==> src/rtl/ls_sequencer.sv <==
// ls_sequencer: hands one load/store instruction at a time to the rf
// register-file/RAM datapath, waits for memory to settle, then retires it.
// While idle, the rf read ports belong to a debug read-back requester.
//
// Optional build macro: LS_SEQ_PERF_CNT_EN adds the saturating counters
// cnt_load, cnt_store and cnt_err for retired instructions.
//
// Ports:
//   clk, reset                      clock (rising edge), async active-high reset
//   instr_valid/instr_ready         instruction handshake
//   instr_op/rt/rb/imm              op (00 NOP, 01 LOAD, 10 STORE, 11 reserved),
//                                   data register, base register, offset
//   resp_valid/resp_ready           retirement handshake
//   resp_op, resp_err               op of the retired instruction, reserved flag
//   dbg_a, dbg_b, dbg_grant         debug read-back indices, read ports granted
//   rf_enable, rf_load_store        rf strobe (one cycle), 1 = load
//   rf_a, rf_b, rf_w, rf_din        rf register indices and offset
//   cnt_load/cnt_store/cnt_err      retirement counters (macro only)
module ls_sequencer #(
  parameter int unsigned DW       = 64,
  parameter int unsigned AW       = 5,
  parameter int unsigned WAIT_CYC = 1
) (
  input  logic          clk,
  input  logic          reset,
  input  logic          instr_valid,
  output logic          instr_ready,
  input  logic [1:0]    instr_op,
  input  logic [AW-1:0] instr_rt,
  input  logic [AW-1:0] instr_rb,
  input  logic [DW-1:0] instr_imm,
  output logic          resp_valid,
  input  logic          resp_ready,
  output logic [1:0]    resp_op,
  output logic          resp_err,
  input  logic [AW-1:0] dbg_a,
  input  logic [AW-1:0] dbg_b,
  output logic          dbg_grant,
  output logic          rf_enable,
  output logic          rf_load_store,
  output logic [AW-1:0] rf_a,
  output logic [AW-1:0] rf_b,
  output logic [AW-1:0] rf_w,
  output logic [DW-1:0] rf_din
`ifdef LS_SEQ_PERF_CNT_EN
  ,
  output logic [15:0]   cnt_load,
  output logic [15:0]   cnt_store,
  output logic [15:0]   cnt_err
`endif
);

  localparam int unsigned CW = 4;
  localparam logic [1:0] OP_NOP   = 2'b00;
  localparam logic [1:0] OP_LOAD  = 2'b01;
  localparam logic [1:0] OP_STORE = 2'b10;
  localparam logic [1:0] OP_RSVD  = 2'b11;

  typedef enum logic [1:0] {
    S_IDLE = 2'd0,
    S_EXEC = 2'd1,
    S_WAIT = 2'd2,
    S_RESP = 2'd3
  } state_t;

  state_t        state_q, state_d;
  logic [CW-1:0] cnt_q, cnt_d;
  logic [AW-1:0] rb_q;
  logic          accept;

  // State and settle-counter register
  always_ff @(posedge clk or posedge reset) begin
    if (reset) begin
      state_q <= S_IDLE;
      cnt_q   <= '0;
    end else begin
      state_q <= state_d;
      cnt_q   <= cnt_d;
    end
  end

  // Next-state logic
  always_comb begin
    state_d = state_q;
    cnt_d   = cnt_q;
    accept  = 1'b0;
    case (state_q)
      S_IDLE: begin
        if (instr_valid) begin
          accept = 1'b1;
          if (instr_op == OP_LOAD || instr_op == OP_STORE) state_d = S_EXEC;
          else                                             state_d = S_RESP;
        end
      end
      S_EXEC: begin
        if (WAIT_CYC != 0) begin
          state_d = S_WAIT;
          cnt_d   = CW'(WAIT_CYC);
        end else begin
          state_d = S_RESP;
        end
      end
      S_WAIT: begin
        cnt_d = cnt_q - CW'(1);
        if (cnt_q == CW'(1)) state_d = S_RESP;
      end
      S_RESP: begin
        if (resp_ready) state_d = S_IDLE;
      end
      default: state_d = S_IDLE;
    endcase
  end

  // Read ports follow the debug requester only while idle
  assign instr_ready = (state_q == S_IDLE);
  assign dbg_grant   = (state_q == S_IDLE);
  assign rf_a        = dbg_grant ? dbg_a : rf_w;
  assign rf_b        = dbg_grant ? dbg_b : rb_q;

  // Registered rf controls and response; fields latch once on accept and
  // hold through WAIT/RESP so the rf and responder see stable values
  always_ff @(posedge clk or posedge reset) begin
    if (reset) begin
      rf_enable     <= 1'b0;
      rf_load_store <= 1'b0;
      rf_w          <= '0;
      rb_q          <= '0;
      rf_din        <= '0;
      resp_valid    <= 1'b0;
      resp_op       <= OP_NOP;
      resp_err      <= 1'b0;
    end else begin
      rf_enable  <= (state_d == S_EXEC);
      resp_valid <= (state_d == S_RESP);
      if (accept) begin
        rf_load_store <= (instr_op == OP_LOAD);
        rf_w          <= instr_rt;
        rb_q          <= instr_rb;
        rf_din        <= instr_imm;
        resp_op       <= instr_op;
        resp_err      <= (instr_op == OP_RSVD);
      end
    end
  end

`ifdef LS_SEQ_PERF_CNT_EN
  logic resp_hs;
  assign resp_hs = resp_valid && resp_ready;

  // Saturating retirement counters
  always_ff @(posedge clk or posedge reset) begin
    if (reset) begin
      cnt_load  <= '0;
      cnt_store <= '0;
      cnt_err   <= '0;
    end else if (resp_hs) begin
      if (resp_op == OP_LOAD && cnt_load != 16'hFFFF)   cnt_load  <= cnt_load + 16'd1;
      if (resp_op == OP_STORE && cnt_store != 16'hFFFF) cnt_store <= cnt_store + 16'd1;
      if (resp_op == OP_RSVD && cnt_err != 16'hFFFF)    cnt_err   <= cnt_err + 16'd1;
    end
  end
`endif

endmodule

==> config.mk <==
export PLATFORM = sky130hd
export DESIGN_NAME = ls_sequencer
export DESIGN_NICKNAME = d
export VERILOG_FILES = /design/src/rtl/ls_sequencer.sv
export SDC_FILE = /design/constraint.sdc
export NUM_CORES = 1
export LEC_CHECK = 0
export ABC_CLOCK_PERIOD_IN_PS = 5000
export CELL_PAD_IN_SITES_DETAIL_PLACEMENT = 1
export CELL_PAD_IN_SITES_GLOBAL_PLACEMENT = 1
export CORE_UTILIZATION = 35
export CTS_BUF_LIST = sky130_fd_sc_hd__clkbuf_8
export DETAILED_ROUTE_END_ITERATION = 7
export HOLD_SLACK_MARGIN = 0.12
export PLACE_DENSITY_LB_ADDON = 0.25
export SYNTH_ARGS = -nofsm -noshare
export SYNTH_HDL_FRONTEND = slang
export SYNTH_SLANG_ARGS = --single-unit
export TNS_END_PERCENT = 1
==> constraint.sdc <==
create_clock -name clk -period 5 [get_ports clk]
set_clock_uncertainty 0.15 [all_clocks]
set_input_delay 0.5 -clock clk [delete_from_list [all_inputs] [get_ports clk]]
set_output_delay 0.5 -clock clk [all_outputs]
set_load 0.1 [all_outputs]
== Yosys cells after proc, flatten, opt, wreduce, memory -nomap -nowiden ==
Index checks and enable logic that the tools add are counted.
Storage, ports and cells
  register bits after elaboration: 86
  input bits: 90
  output and inout bits: 87
  logic and storage cells: 33
Operators by class
  add/subtract/negate cells: 1
  equal/unequal tests: 9
  muxes and demuxes: 10
  reductions and logical operators: 3
Operators by type and width (count)
  $eq A2 B2 Y1 const B: 5
  $mux W5: 2
  $mux W2: 4
  $pmux W2 S4: 1
  $pmux W4 S2: 1
  $eq A2 B1 Y1 const B: 3
  $eq A4 B1 Y1 const B: 1
  $sub A4 B1 Y4 const B: 1
  $logic_not A2 Y1: 1
  $mux W1: 2
  $reduce_bool A2 Y1: 1
  $logic_or A1 B1 Y1: 1

== Longest topological paths before layout ==
Gate-level depths: netlist (run 1).
  depth in word-level cells: 6
  mapped depth: 7
  gate-level depth less buffers: 5

== Worst setup path before layout (run 1) ==
Ideal clock, no wire load.
  path type: flip-flop to output port
  start: reg state_q[0]
  end: out rf_a[0]
  arrival: 2.296 ns
  required time: 4.350 ns
  path slack: 2.054 ns
  cell stages (with the launch flop): 5
  cells stage by stage: dfrtp_1 inv_1 ha_1 buf_2 mux2_2
Between the ends
  word-level cells in the longest chain between the ends: 2
Ends and longest elaborated chain
  from (decl): line 66  | state_t state_q, state_d;
  from (signal assigned): line 77  | state_q <= state_d;
  $logic_not A2 Y1: line 116  | assign dbg_grant = (state_q == S_IDLE);
  via dbg_grant: line 38  | output logic dbg_grant,
  $mux W5: line 117  | assign rf_a = dbg_grant ? dbg_a : rf_w;
  to (decl): line 41  | output logic [AW-1:0] rf_a,
The timed path passes the listed nets, and every way through them passes these cells.

== Worst setup path after layout (run 1) ==
  start: reg state_q[1]
  end: out rf_a[0]
Between the ends
  word-level cells in the longest chain between the ends: 2
Ends and longest elaborated chain (line)
  $logic_not A2 Y1: 116
  $mux W5: 117
Every way passes these cells.

==> flow_metrics.py, run 1 <==
metrics = {
    "setup_path": {
        "required_ns": 4.35,
        "crit_fanout": 17,
        "crit_type": "flop to output port",
        "critPathLaunchType": "flop",
        "end_kind": "output port",
        "crit_arrival_ns": 3.00,
    },
    "die": {
        "core_area_um2": 9774,
        "start_util": 0.3625,
        "die_y_um": 102.6,
        "die_area_um2": 10530,
        "rows": 36,
        "fp.dieW_um": 102.6,
        "ios": 177,
    },
    "clock_network": {
        "cts_sinks": 86,
        "clockBufferDepth": 2,
        "numCtsBuffers": 9,
        "cts_tree": "yes",
        "clkSlewWorstSetupHoldPaths_ns": 0.08,
        "hold_buffers": 0,
        "cts_resized": 0,
        "ctsHtreeMaxLevel": 3,
        "post_cts_buffers": 0,
        "clk_latency_ns": 0.35,
        "cts_root_buf": "clkbuf_8",
    },
    "layout": {
        "layout-drive-gt1-share": 0.2549,
        "diodes": 0,
        "layout.nets": 500,
        "fillCellCount": 985,
        "syn2layout_area_growth_pct": 57.34,
    },
    "timing": {
        "min_period_ns": 3.650,
        "drv_slew": 0,
        "fin_ws_ns": 1.350,
        "rsz0062_at_grt": "false",
        "period_share": 0.7301,
        "setup_viol": 0,
        "tightest_slew_ns": 1.095,
        "hold_viol": 0,
        "tns_ns": 0,
        "maxSlewHeadroom": 0.2698,
        "fmax_mhz": 273.9,
    },
    "detailed_routing": {
        "wire_per_inst_um": 16.85,
        "dr.pass1.iters": 4,
        "vias": 2507,
        "ant_nets": 0,
        "drc": 0,
        "wl_um": 9115,
        "drt_iter0_drc": 38,
        "via_per_inst": 4.634,
    },
    "yosys": {
        "syn_inst": 226,
        "synthesis.area_um2": 3543,
        "yosysSeqAreaShare": 0.6073,
        "syn_avg_cell_area_um2": 15.68,
        "yosys_warnings": 0,
        "yosys_register_bits": 86,
        "postSynthNetCount": 323,
        "synth_cell_types": 24,
    },
    "global_routing": {
        "grt_first_pass_wirelength_um": 13880,
        "grt_max_degree": 80,
        "grt_pass1_vias": 2585,
        "antenna_found_initial": 0,
        "globalRouteOverflowTotal": 0,
        "track_usage": 0.1772,
    },
    "placement": {
        "gp_congestion": 0.6865,
        "dp_slack_ns": 1.693,
        "dp_hpwl_um": 6695,
        "place.port_buffers": 176,
    },
    "worst_hold_path": {
        "hold_class": "flop to flop",
    },
    "flow_run": {
        "drv_cap": 0,
    },
    "status": {
        "outcome": "complete, no violations",
    },
}
-- kinds of logic after synthesis --
group | after synthesis | synth area share
flip-flops | 86 | 0.6073
AND/OR/NAND/NOR | 13 | 0.02048
buffers and inverters | 19 | 0.03001
multiplexers | 90 | 0.2959
adder cells (fa/ha/maj) | 7 | 0.02472
AO/OA/AOI/OAI | 11 | 0.02154
-- through the flow --
step / cells / util / hold WS, ns / area, µm²
3_3_place_gp: 525 / 0.5531 / 0.3375 / 5406
4_1_cts: 541 / 0.5704 / 0.3644 / 5575
2_1_floorplan: 226 / - / 0.3266 / 3543
3_5_place_dp: 525 / 0.5531 / 0.3433 / 5406
6_report: 541 / 0.5704 / 0.3594 / 5575
5_1_grt: 541 / 0.5704 / 0.3832 / 5575
-- synthesized netlist by cell type, drive strengths merged --
| master | count | share of area |
|---|---|---|
| mux2i | 2 | 0.0056 |
| o21ai | 2 | 0.0028 |
| nand3 | 1 | 0.0014 |
| nor3 | 2 | 0.0028 |
| nand2 | 3 | 0.0032 |
| or3 | 2 | 0.0035 |
| nor4b | 1 | 0.0025 |
| ha | 7 | 0.025 |
| inv | 8 | 0.0085 |
| a22oi | 1 | 0.0021 |
| nor2b | 3 | 0.0053 |
| a21oi | 2 | 0.0028 |
| dfrtp | 86 | 0.61 |
| a22o | 1 | 0.0025 |
| mux2 | 88 | 0.29 |
| buf | 11 | 0.022 |
| and2 | 1 | 0.0018 |
| o2bb2ai | 1 | 0.0025 |
| a221oi | 1 | 0.0025 |
| a21boi | 1 | 0.0021 |
| o31ai | 2 | 0.0042 |
-- worst max-delay path, cell delays in order, from the launching register on --
cell,delay [ns]
dfrtp_1,0.44
inv_1,0.10
ha_1,0.65
mux2_2,0.28
clkdlybuf4s50_1,1.16
-- registers in the layout, summed over array words and instances (netlist names) --
register and cells:
rf_w 5, resp_err 1, state_q 2, rf_din 64, cnt_q 4, rb_q 5, resp_valid 1, rf_load_store 1
resp_op 2, rf_enable 1
-- path summary, 6_finish.rpt --
kind,from,slack [ns],to,cells past startpoint
max in group asynchronous,reset,3.23,rf_din[10],3
min in group asynchronous,reset,0.46,rf_din[29],2
worst min register to register,rf_din[14],0.36,rf_din[14],1
worst min-delay path,rf_din[14],0.36,rf_din[14],1
worst max register to register,state_q[1],2.04,rf_enable,5
worst max-delay path,state_q[1],1.35,rf_a[0],4
-- per-layer routing --
layer  part of all wire  vias to the layer above  global-route usage
met5                  0                        -                   0
met4              0.024                        0             0.08681
met3              0.071                       15             0.04746
met2               0.51                       91              0.2985
met1               0.40                     1256              0.2096
li1                   -                     1145                   -
-- cell type report --
cell class                      count  area (µm²)  area share
Clock buffer                       10       137.6     0.02469
Clock inverter                      6       31.28    0.005610
Inverter                            8       31.28    0.005610
Multi-Input combinational cell    121        1287      0.2309
Sequential cell                    86        2152      0.3860
Tap cell                          133       166.4     0.02985
Timing Repair Buffer              177        1769      0.3173
-- placed cells by master (no fill, tap or decap) --
cell type        instances
nor3_1                   2
o31ai_1                  2
nand3_1                  1
inv_1                   10
nor4b_1                  1
clkbuf_8                10
and2_4                   1
or3_1                    2
nor2b_1                  3
clkinvlp_4               2
buf_4                    1
dfrtp_1                 86
ha_1                     7
mux2_4                  10
a21boi_0                 1
clkdlybuf4s50_1        176
mux2_2                  78
a221oi_1                 1
a21oi_1                  2
a22oi_1                  1
clkinv_2                 2
nand2_1                  3
a22o_1                   1
mux2i_1                  2
o2bb2ai_1                1
o21ai_0                  2
Power of run 1 is left out: the tool's default activity adds up to more than one toggle a clock period on the data nets, which glitch-free logic cannot reach.
==> inputs of run 2 (changes only) <==
ABC_CLOCK_PERIOD_IN_PS = 2950   (was 5000)
CORE_UTILIZATION = 29   (was 35)
clock period = 2.95 ns   (was 5 ns; I/O delays follow)
==> run 2 against run 1 <==
Cell count grew 3.0%. Sequential cell count stayed put. Non-clock buffer count is 4 higher. Via count shrank 0.56%. First-iteration DRC count up 140%. Sequential share of layout area is 0.15 points lower.
==> flow_metrics.py, run 2 (synthesis results as in run 1) <==
metrics = {
    "global_routing": {
        "globalRouteOverflowTotal": 0,
        "grt_max_degree": 48,
        "grt_pass1_vias": 2712,
        "antenna_found_initial": 0,
        "top_usage_layer": "met2",
        "grt_first_pass_wirelength_um": 14140,
        "grtUsageMet3": 0.03780,
        "grtUsageMet2": 0.2580,
        "grtUsageMet1": 0.1733,
        "track_usage": 0.1465,
    },
    "detailed_routing": {
        "wl_um": 8665,
        "wire_per_inst_um": 15.56,
        "ant_nets": 0,
        "via_per_inst": 4.476,
        "dr.pass1.iters": 4,
        "drt_iter0_drc": 91,
        "drc": 0,
        "vias": 2493,
    },
    "clock_network": {
        "clkSlewWorstSetupHoldPaths_ns": 0.08,
        "numCtsBuffers": 9,
        "post_cts_buffers": 0,
        "cts_sinks": 86,
        "cts_root_buf": "clkbuf_8",
        "clk_latency_ns": 0.35,
        "ctsHtreeMaxLevel": 3,
        "clockBufferDepth": 2,
        "cts_resized": 0,
        "hold_buffers": 0,
        "cts_tree": "yes",
    },
    "layout": {
        "seq_area_um2": 2152,
        "multi_input_area_um2": 1287,
        "diodes": 0,
        "layout.nets": 504,
        "post-route-util": 0.4679,
        "largest_register_ffs": 64,
        "final_common_cell": "clkdlybuf4s50_1",
        "fin_cells": 557,
        "fillCellCount": 1249,
        "layout-drive-gt1-share": 0.4780,
        "layout_common_cells": "clkdlybuf4s50_1, dfrtp_1, buf_4",
        "top_register": "rf_din",
        "reg_top3": "rf_din x64, rb_q x5, rf_w x5",
        "syn2layout_area_growth_pct": 57.95,
    },
    "setup_path": {
        "crit_arrival_ns": 1.90,
        "slowest_delay_ns": 0.46,
        "end_kind": "output port",
        "crit_type": "flop to output port",
        "cp_num_buf_inv": 3,
        "crit_fanout": 16,
        "critPathLaunchType": "flop",
        "slowest_stage": "dfrtp_1",
        "required_ns": 2.51,
        "path_cells": "inv_1 > ha_1 > buf_4 > mux2_2 > buf_12",
        "crit_family": "buffers and inverters",
    },
    "timing": {
        "period_share": 0.7966,
        "maxSlewHeadroom": 0.4300,
        "tightest_slew_ns": 0.8540,
        "fin_ws_ns": 0.6000,
        "rsz0062_at_grt": "false",
        "setup_viol": 0,
        "min_period_ns": 2.350,
        "hold_viol": 0,
        "tns_ns": 0,
        "fmax_mhz": 425.5,
        "drv_slew": 0,
    },
    "flow_run": {
        "drv_cap": 0,
    },
    "die": {
        "core_area_um2": 11960,
        "start_util": 0.2962,
        "die_area_um2": 12660,
        "ios": 177,
        "fp.dieW_um": 112.5,
        "die_y_um": 112.5,
        "rows": 40,
    },
    "placement": {
        "dp_slack_ns": 0.6529,
        "gp_congestion": 0.6807,
        "place.port_buffers": 176,
        "dp_hpwl_um": 6511,
        "dp.cells": 543,
    },
    "status": {
        "outcome": "complete, no violations",
    },
    "worst_hold_path": {
        "hold_class": "input pin to async pin",
    },
}
run 2: changes by cell type in the layout (fill, tap and decap cells not counted):
cell / delta
bufinv_16: +2
buf_4: +79
clkdlybuf4s50_1: -87
inv_1: -3
buf_12: +12
clkinvlp_4: -1
run 2: layout make-up:
class	instances	area share
tap	147	0.03286
multi-input combinational	121	0.2300
clock inverter	4	0.01297
inverter	8	0.005589
timing repair buffer	181	0.3094
sequential	86	0.3845
clock buffer	10	0.02459
run 2: final timing paths:
path | from | endpoint | slack, ns | depth (start not counted)
worst max register to register | state_q[1] | rf_din[36] | 0.76 | 5
worst min-delay path | reset | rf_din[27] | 0.28 | 2
max in group asynchronous | reset | rf_din[14] | 1.70 | 3
worst min register to register | rb_q[2] | rb_q[2] | 0.36 | 1
worst max-delay path | state_q[1] | rf_a[0] | 0.60 | 5
min in group clk | rb_q[2] | rb_q[2] | 0.36 | 1
run 2: worst register-to-register path, stage by stage (launching register included):
cell and delay, ns:
dfrtp_1 0.46, inv_1 0.11, ha_1 0.18, and2_4 0.47
buf_4 0.33, mux2_2 0.37
run 2: stage by stage:
| step | hold WS (ns) | area, µm² |
|---|---|---|
| 3_5_place_dp | 0.3446 | 5386 |
| 5_1_grt | 0.3301 | 5597 |
| 6_report | 0.2761 | 5597 |
| 4_1_cts | 0.2887 | 5597 |
| 2_1_floorplan | 0.2930 | 3543 |
| 3_3_place_gp | 0.3362 | 5386 |
run 2: layer usage:
metal	vias to the layer above	share of wire
met5	-	0
met4	0	0.0090
met3	6	0.047
met2	92	0.54
met1	1245	0.40
li1	1150	-
Power of run 2 is left out for the same reason.
